--- config.mk ---
export PLATFORM = sky130hd
export DESIGN_NAME = ahb_slave_if_ble
export DESIGN_NICKNAME = d
export VERILOG_FILES = /design/src/rtl/ble_ahb_pkg.sv /design/src/rtl/ahb_slave_if_ble.sv
export SDC_FILE = /design/constraint.sdc
export NUM_CORES = 1
export LEC_CHECK = 0
export CAP_MARGIN = 25
export CORE_ASPECT_RATIO = 1.1
export CORE_MARGIN = 2
export CORE_UTILIZATION = 33
export CTS_CLUSTER_DIAMETER = 80
export DETAILED_ROUTE_END_ITERATION = 7
export GPL_ROUTABILITY_DRIVEN = 0
export PLACE_DENSITY = 0.8
export SLEW_MARGIN = 20
export SYNTH_ARGS = -nofsm -noshare
export SYNTH_HDL_FRONTEND = slang
export SYNTH_SLANG_ARGS = --single-unit
--- constraint.sdc ---
create_clock -name HCLK -period 2.53 [get_ports HCLK]
set_input_delay 0.3795 -clock HCLK [delete_from_list [all_inputs] [get_ports HCLK]]
set_output_delay 0.3795 -clock HCLK [all_outputs]
set_load 0.1 [all_outputs]
--- src/rtl/ble_ahb_pkg.sv ---
// Shared AHB-Lite encodings, FSM state codes and region defaults for the BLE PHY slave front end.
package ble_ahb_pkg;

  localparam logic [2:0] ST_IDLE     = 3'd0;
  localparam logic [2:0] ST_WR       = 3'd1;
  localparam logic [2:0] ST_RD_ISSUE = 3'd2;
  localparam logic [2:0] ST_RD_WAIT  = 3'd3;
  localparam logic [2:0] ST_RD_DONE  = 3'd4;
  localparam logic [2:0] ST_ERR1     = 3'd5;
  localparam logic [2:0] ST_ERR2     = 3'd6;

  localparam logic [1:0] HTRANS_IDLE   = 2'b00;
  localparam logic [1:0] HTRANS_BUSY   = 2'b01;
  localparam logic [1:0] HTRANS_NONSEQ = 2'b10;
  localparam logic [1:0] HTRANS_SEQ    = 2'b11;

  localparam logic HRESP_OKAY  = 1'b0;
  localparam logic HRESP_ERROR = 1'b1;

  localparam logic [2:0] HSIZE_WORD = 3'b010;

  localparam int REG_SPAN_DEF = 'h10;

endpackage

--- src/rtl/ahb_slave_if_ble.sv ---
// AHB-Lite slave front end: one strobe per transfer to the PHY decoder; zero-wait writes,
// reads stall 1 (register) or 1+MEM_RD_LAT (memory) cycles; non-word sizes get a two-cycle ERROR.
module ahb_slave_if_ble
  import ble_ahb_pkg::*;
#(
  parameter int AD         = 12,
  parameter int DW         = 32,
  parameter int MEM_RD_LAT = 1,
  parameter int REG_SPAN   = REG_SPAN_DEF
) (
  input  logic          HCLK,
  input  logic          HRESETn,
  input  logic          HSEL,
  input  logic [AD-1:0] HADDR,
  input  logic [1:0]    HTRANS,
  input  logic          HWRITE,
  input  logic [2:0]    HSIZE,
  input  logic          HREADY,
  input  logic [DW-1:0] HWDATA,
  output logic [DW-1:0] HRDATA,
  output logic          HREADYOUT,
  output logic          HRESP,
  output logic [AD-1:0] address,
  output logic          wenable,
  output logic          renable,
  output logic [DW-1:0] wdata,
  input  logic [DW-1:0] rdata_reg,
  input  logic [DW-1:0] rdata_mem
);

  localparam int              CW       = $clog2(MEM_RD_LAT + 1);
  localparam logic [CW-1:0]   CNT_LOAD = CW'(MEM_RD_LAT - 1);
  localparam logic [AD-1:0]   SPAN     = AD'(REG_SPAN);

  logic [2:0]    state, state_nxt;
  logic [CW-1:0] cnt;
  logic [DW-1:0] hrdata_q;
  logic          ready_state, accept, is_reg;

  // Only states that present HREADYOUT=1 may overlap the next address phase.
  assign ready_state = (state == ST_IDLE) || (state == ST_WR) ||
                       (state == ST_RD_DONE) || (state == ST_ERR2);
  assign accept = HSEL && HREADY && ready_state &&
                  ((HTRANS == HTRANS_NONSEQ) || (HTRANS == HTRANS_SEQ));
  assign is_reg = (address < SPAN);

  always_comb begin
    state_nxt = ST_IDLE;
    case (state)
      ST_IDLE, ST_WR, ST_RD_DONE, ST_ERR2: begin
        if (accept) begin
          if (HSIZE != HSIZE_WORD) state_nxt = ST_ERR1;
          else if (HWRITE)         state_nxt = ST_WR;
          else                     state_nxt = ST_RD_ISSUE;
        end
      end
      ST_RD_ISSUE: state_nxt = is_reg ? ST_RD_DONE : ST_RD_WAIT;
      ST_RD_WAIT:  state_nxt = (cnt == '0) ? ST_RD_DONE : ST_RD_WAIT;
      ST_ERR1:     state_nxt = ST_ERR2;
      default:     state_nxt = ST_IDLE;
    endcase
  end

  always_ff @(posedge HCLK or negedge HRESETn) begin
    if (!HRESETn) begin
      state    <= ST_IDLE;
      address  <= '0;
      cnt      <= '0;
      hrdata_q <= '0;
    end else begin
      state <= state_nxt;
      if (accept) address <= HADDR;
      case (state)
        ST_RD_ISSUE: begin
          if (is_reg) hrdata_q <= rdata_reg;
          else        cnt      <= CNT_LOAD;
        end
        ST_RD_WAIT: begin
          if (cnt == '0) hrdata_q <= rdata_mem;
          else           cnt      <= cnt - 1'b1;
        end
        default: ;
      endcase
    end
  end

  assign wenable   = (state == ST_WR);
  assign renable   = (state == ST_RD_ISSUE);
  assign wdata     = wenable ? HWDATA : '0;
  assign HREADYOUT = !((state == ST_RD_ISSUE) || (state == ST_RD_WAIT) || (state == ST_ERR1));
  assign HRESP     = ((state == ST_ERR1) || (state == ST_ERR2)) ? HRESP_ERROR : HRESP_OKAY;
  assign HRDATA    = hrdata_q;

endmodule
==> impl_results.md, run 1 <==
* Post-synthesis sequential area ratio at 0.4709
* Synth Flop Type: dfrtp_1
* Num CTS Buffers at 5
* Fill count at 603
* Gr ovfl total at 0
* Worst-path fanout max at 33
* Syn_nets at 355
* P_leak at about 2.0 nW
* Met3 Resource Use GR at 0.05108
* HP Class: in2async
* Final min period at roughly 2.2 ns
* Avg WL per Cell at 17.18 um
* Startpoint Class: flop
* Maxcap violations at 0
* Max Fclk at ~450 MHz
* RR Endpoint: HRDATA[0]
* DRC Markers at 0
* EDFF count, synth at 0
* DIE HEIGHT at between 90 and 100 um
* Async SR Flop Fraction at 1.000
* GR Util met1 at 0.2551
* Post-detail-place hpwl at about 6.8 mm
* PD cells at about 1200 nW/um^2
* Met2 Usage GRT at 0.3588
* Share of the synthesized area in the top cell type at 0.4709
* Pre-antenna DRT Iters at 4
* FP Rows at 33
* Largest net degree at the start of global routing at 34
* Synthesized area at 2497 um^2
* Total negative slack at 0 ns
* Chip Width at between 80 and 90 um
* Cell variety after synth at 29
* Final WL at between 8 and 9 mm
* Via count of the first global-routing pass at 2697
* GRT Total Usage at 0.2038
* VDD IR max at 922.2 uV
* Reg clk slew, reported paths at about 0.10 ns
* Htree depth at 2
* Synth-to-layout area growth at 95.89%
* Most Crowded Layer GR: met2
* Crit share post-route at 0.8758
* Hold Buf Count CTS at 0
* Final hold violation count at 0
* Slew Viols, Final at 0
* Status: finished clean
* Crit end category: output pin
* Yosys warnings at 0
* Clock tree buffer depth at 2
* Core Footprint at 7391 um^2
* Post-Syn Area per Cell at roughly 11 um^2
* Clock latency on the worst-skew pair at 0.30 ns
* Critical path required time at between 2 and 2.5 ns
* Crit path kind: reg2out
* CTS sink cnt at 47
* Postcts setup bufs at 0
* Buffers on Ports at between 150 and 200
* Post-DRT Antenna Nets at 0
* Initial antenna violation count at 0
* Die area at a little over 8000 um^2
* Synth area leaders: dfrtp_1, o22ai_1, o22ai_2
* Yosys top cell by area: dfrtp_1
* Reg2reg path depth at 5
* Root Buffer: clkbuf_8
* Gates resized, CTS repair at 0
* RSZ-0062 raised after global routing: no
* Worst Skew at 0.01636 ns
* Mapped Cells at ~240
* Crit path DAT at ~1.8 ns
* Initial Utilization at 0.3379
* CTS tree: done
* Io pins at roughly 200
* Slew @ Worst Pin at a little over 0.6 ns
* First-pass GRT wire length at approximately 13 mm
* Endpoints failing setup at 0
* Share of post-route cells with drive strength above 1 at 0.3427
* Initial drt markers at 64
* Reg2reg setup slack at about 0.54 ns
* Reg2reg start: address[10]
* N_diodes at 0
* Power consumption at slightly below 6 mW
* Flops & latches, synth at 47
* Via-to-Cell Ratio at 5.227
* Final net count at 546
* Vias at ~2700
* Headroom to the max-slew limit at 0.5955
==> cells by family (layout without fill, tap and decap cells) <==
kind of cell	count (synthesis)	count (layout)	share of synthesized area
buf+inv	25	217	0.05761
mux	12	12	0.05411
flops	47	47	0.4709
simple gates	49	49	0.1182
compound gates	104	104	0.2991
==> critical path: stages, from the launching register on <==
cell	delay (ns)
dfrtp_1	0.50
clkinv_1	0.14
buf_4	0.27
nor2_1	0.24
o21a_1	0.21
buf_12	0.18
==> layout make-up <==
| class | count | area [um^2] | area share |
|---|---|---|---|
| tap | 87 | 108.9 | 0.02225 |
| clock buffer | 6 | 82.58 | 0.01688 |
| timing repair buffer | 207 | 2277 | 0.4655 |
| multi-input combinational | 165 | 1205 | 0.2463 |
| sequential | 47 | 1176 | 0.2404 |
| inverter | 2 | 7.507 | 0.001535 |
| clock inverter | 2 | 35.03 | 0.007161 |
==> metal layers <==
metal	share of wire	routed length, um
met3	0.067	597
met2	0.52	4579
met4	0.0070	62
met5	0	0
met1	0.41	3626
==> cells in the final DEF, fill, tap and decap left out, types with 2 or more instances in the layout <==
master / instances
clkdlybuf4s50_1: 115
buf_4: 56
dfrtp_1: 47
o22ai_1: 44
buf_12: 35
a21oi_1: 32
and2_1: 23
o22ai_2: 20
mux2_2: 12
and2_2: 9
clkbuf_8: 6
nand2_1: 3
nand2b_1: 2
nor2_1: 2
o21ai_0: 2
nand3_1: 2
==> flip-flops by register name, indices dropped and copies added (netlist names) <==
signal   cells
address     12
HRDATA      32
state        3
==> stage by stage <==
step / instance area [um^2] / cells / util / worst slack, ns / hold slack, ns
6_report: 4892 / 516 / 0.6619 / 0.3143 / 0.05055
3_5_place_dp: 4775 / 508 / 0.6460 / 0.5349 / 0.3986
3_3_place_gp: 4775 / 508 / 0.6460 / 0.5563 / 0.3814
2_1_floorplan: 2514 / 237 / - / 0.03083 / 0.08391
4_1_cts: 4892 / 516 / 0.6619 / 0.2723 / 0.06702
5_1_grt: 4892 / 516 / 0.6619 / 0.1267 / 0.08102
==> power breakdown <==
group          internal (mW)  switching [mW]  total, mW
Clock                  0.320           0.256      0.576
Sequential             0.922           0.159       1.08
Combinational           1.27            2.84       4.11
==> synth_stat cells (2+ instances only) <==
cell type and number:
nand3_1 2, mux2_2 12, dfrtp_1 47, nor3_1 2, buf_6 5, nor2b_1 2, nand2b_1 2, nand2_1 3
clkbuf_1 11, o21ai_0 2, a21oi_1 33, o22ai_2 20, buf_4 2, and2_1 32, nor2_1 2, buf_2 4
o22ai_1 44
==> worst max-delay path by stage <==
stage	start	endpoint	slack [ns]
floorplan	state[0]	wdata[22]	0.03
global placement	address[10]	HRDATA[29]	0.56
detailed placement	address[10]	HRDATA[0]	0.53
CTS	state[0]	HRESP	0.27
global route	state[0]	HRESP	0.13
finish	state[0]	HRESP	0.31
No activity file was read; power rests on OpenSTA's default activity.
==> run 2, diff against run 1 <==
--- a/config.mk
+++ b/config.mk
@@ -8,11 +8,10 @@
 export CAP_MARGIN = 25
 export CORE_ASPECT_RATIO = 1.1
 export CORE_MARGIN = 2
-export CORE_UTILIZATION = 33
+export CORE_UTILIZATION = 25
 export CTS_CLUSTER_DIAMETER = 80
 export DETAILED_ROUTE_END_ITERATION = 7
 export GPL_ROUTABILITY_DRIVEN = 0
-export PLACE_DENSITY = 0.8
 export SLEW_MARGIN = 20
 export SYNTH_ARGS = -nofsm -noshare
 export SYNTH_HDL_FRONTEND = slang
==> impl_results.md, run 2 (synthesis gave the netlist of run 1 again) <==
* N_diodes at 0 (unchanged)
* Maxcap violations at 0 (unchanged)
* Finished Layout Cells at 551 (was 516)
* Num CTS Buffers at 5 (unchanged)
* Multi-input gate area at 1211 um^2 (was 1205 um^2)
* Slew @ Worst Pin at 0.6111 ns (was 0.6052 ns)
* Postcts setup bufs at 0 (unchanged)
* Gates resized, CTS repair at 0 (unchanged)
* FP Rows at 38 (was 33)
* Post-DRT Antenna Nets at 0 (unchanged)
* Final hold violation count at 0 (unchanged)
* Status: finished clean (unchanged)
* GRT Total Usage at 0.1592 (was 0.2038)
* DIE HEIGHT at 108.8 um (was 95.24 um)
* Fill count at 881 (was 603)
* Buffers on Ports at 196 (unchanged)
* Largest net degree at the start of global routing at 34 (unchanged)
* Post-detail-place hpwl at 6.990 mm (was 6.796 mm)
* Chip Width at 99.30 um (was 86.95 um)
* Final instance area at 4982 um^2 (was 4892 um^2)
* Placed cells at 543 (was 508)
* Util after Layout at 0.5087 (was 0.6619)
* PD cells at 1176 nW/um^2 (was 1178 nW/um^2)
* Vias at 2700 (was 2697)
* Reg clk slew, reported paths at 0.09 ns (was 0.10 ns)
* Crit share post-route at 0.8777 (was 0.8758)
* DRC Markers at 0 (unchanged)
* Htree depth at 2 (unchanged)
* Most common cell after layout, fill and taps aside: clkdlybuf4s50_1 (unchanged)
* P_leak at 2.031 nW (was 2.012 nW)
* Most frequent cells in the layout: clkdlybuf4s50_1, buf_4, dfrtp_1 (unchanged)
* RSZ-0062 raised after global routing: no (unchanged)
* Crit-path slowest cell: dfrtp_1 (unchanged)
* Final WL at 9.100 mm (was 8.865 mm)
* Crit path DAT at 1.84 ns (about the same)
* Final net count at 548 (was 546)
* Max reg flops at 32 (unchanged)
* Final min period at 2.221 ns (was 2.216 ns)
* Placed Area at 4850 um^2 (was 4775 um^2)
* Register area at 1176 um^2 (unchanged)
* Initial Utilization at 0.2550 (was 0.3379)
* Worst Hold Slack at 0.08302 ns (was 0.05055 ns)
* Avg WL per Cell at 16.52 um (was 17.18 um)
* Root Buffer: clkbuf_8 (unchanged)
* CTS tree: done (unchanged)
* Pre-antenna DRT Iters at 4 (unchanged)
* Headroom to the max-slew limit at 0.5926 (was 0.5955)
* First-pass GRT wire length at 13.87 mm (was 13.32 mm)
* Total negative slack at 0 ns (unchanged)
* CTS sink cnt at 47 (unchanged)
* Share of post-route cells with drive strength above 1 at 0.3457 (was 0.3427)
* Crit end category: output pin (unchanged)
* Initial drt markers at 65 (was 64)
* Synth-to-layout area growth at 99.50% (was 95.89%)
* Worst Skew at 0.007896 ns (was 0.01636 ns)
* Core Footprint at 9794 um^2 (was 7391 um^2)
* Initial antenna violation count at 0 (unchanged)
* Endpoints failing setup at 0 (unchanged)
* Slew Viols, Final at 0 (unchanged)
* Via-to-Cell Ratio at 4.900 (was 5.227)
* Io pins at 198 (unchanged)
* CP cell instances: clkinv_1 > nor3_2 > buf_4 > and2_1 > buf_12 (was clkinv_1 > buf_4 > nor2_1 > o21a_1 > buf_12)
* HP Class: in2async (unchanged)
* Die area at 10810 um^2 (was 8281 um^2)
* Critical path required time at 2.15 ns (about the same)
* Crit-path max cell delay at 0.50 ns (about the same)
* Max Fclk at 450.3 MHz (was 451.3 MHz)
* Startpoint Class: flop (unchanged)
* Crit path kind: reg2out (unchanged)
* Worst-path fanout max at 33 (unchanged)
* Clock tree buffer depth at 2 (unchanged)
* VDD IR max at 848.8 uV (was 922.2 uV)
* Hold Buf Count CTS at 0 (unchanged)
* Gr ovfl total at 0 (unchanged)
* Clock latency on the worst-skew pair at 0.30 ns (about the same)
* Via count of the first global-routing pass at 2680 (was 2697)
## run 2: cell types whose count changed in the layout (fill, tap and decap cells not counted)
cell / before / now
buf_12: 35 / 36
buf_4: 56 / 57
or3_1: 1 / 0
or3_2: 0 / 1
clkbuf_1: 0 / 1
clkbuf_8: 6 / 5
clkinv_2: 1 / 0
bufinv_16: 1 / 2
nor2b_4: 0 / 1
nor2b_2: 1 / 0
## run 2: per-stage QoR
| step | total power, mW | setup WS [ns] |
|---|---|---|
| global placement | 5.210 | 0.4480 |
| CTS | 5.912 | 0.2823 |
| finish | 5.859 | 0.3094 |
| floorplan | 3.936 | 0.03083 |
| detailed placement | 5.243 | 0.4331 |
| global route | 6.075 | 0.1080 |
## run 2: path summary, 6_finish.rpt
path	start	end	slack [ns]	cells past startpoint
hold reg to reg	address[0]	address[0]	0.53	1
setup reg to reg	address[10]	HRDATA[1]	0.43	5
setup / recovery	state[0]	wdata[18]	0.31	5
hold / removal	HRESETn	HRDATA[2]	0.08	1
max in group asynchronous	HRESETn	address[6]	1.90	2
min in group HCLK	address[0]	address[0]	0.53	1
## run 2: metal layers
layer / GRT usage / wire length, um
met5: 0 / 0
met3: 0.04295 / 686
met1: 0.2061 / 3700
met2: 0.2630 / 4553
met4: 0.04403 / 159
## run 2: worst max-delay path, delay by kind of cell, from the launching register on
kind	cells	cell delay (ns)
simple gates	2	0.39
flops	1	0.50
buf+inv	3	0.65
## run 2: layout make-up
cell class              count  share of cell area
clock buffers               6             0.01457
clock inverters             2             0.01205
inverters                   2            0.001507
multi-input cells         165              0.2431
flip-flops and latches     47              0.2361
well taps                 120             0.03014
repair buffers            209              0.4626
## run 2: where the power goes
part           switching, mW  internal, mW  total (mW)
combinational           2.84          1.28        4.12
sequential             0.163         0.922        1.09
clock                  0.255         0.395       0.650
total                   3.26          2.60        5.86
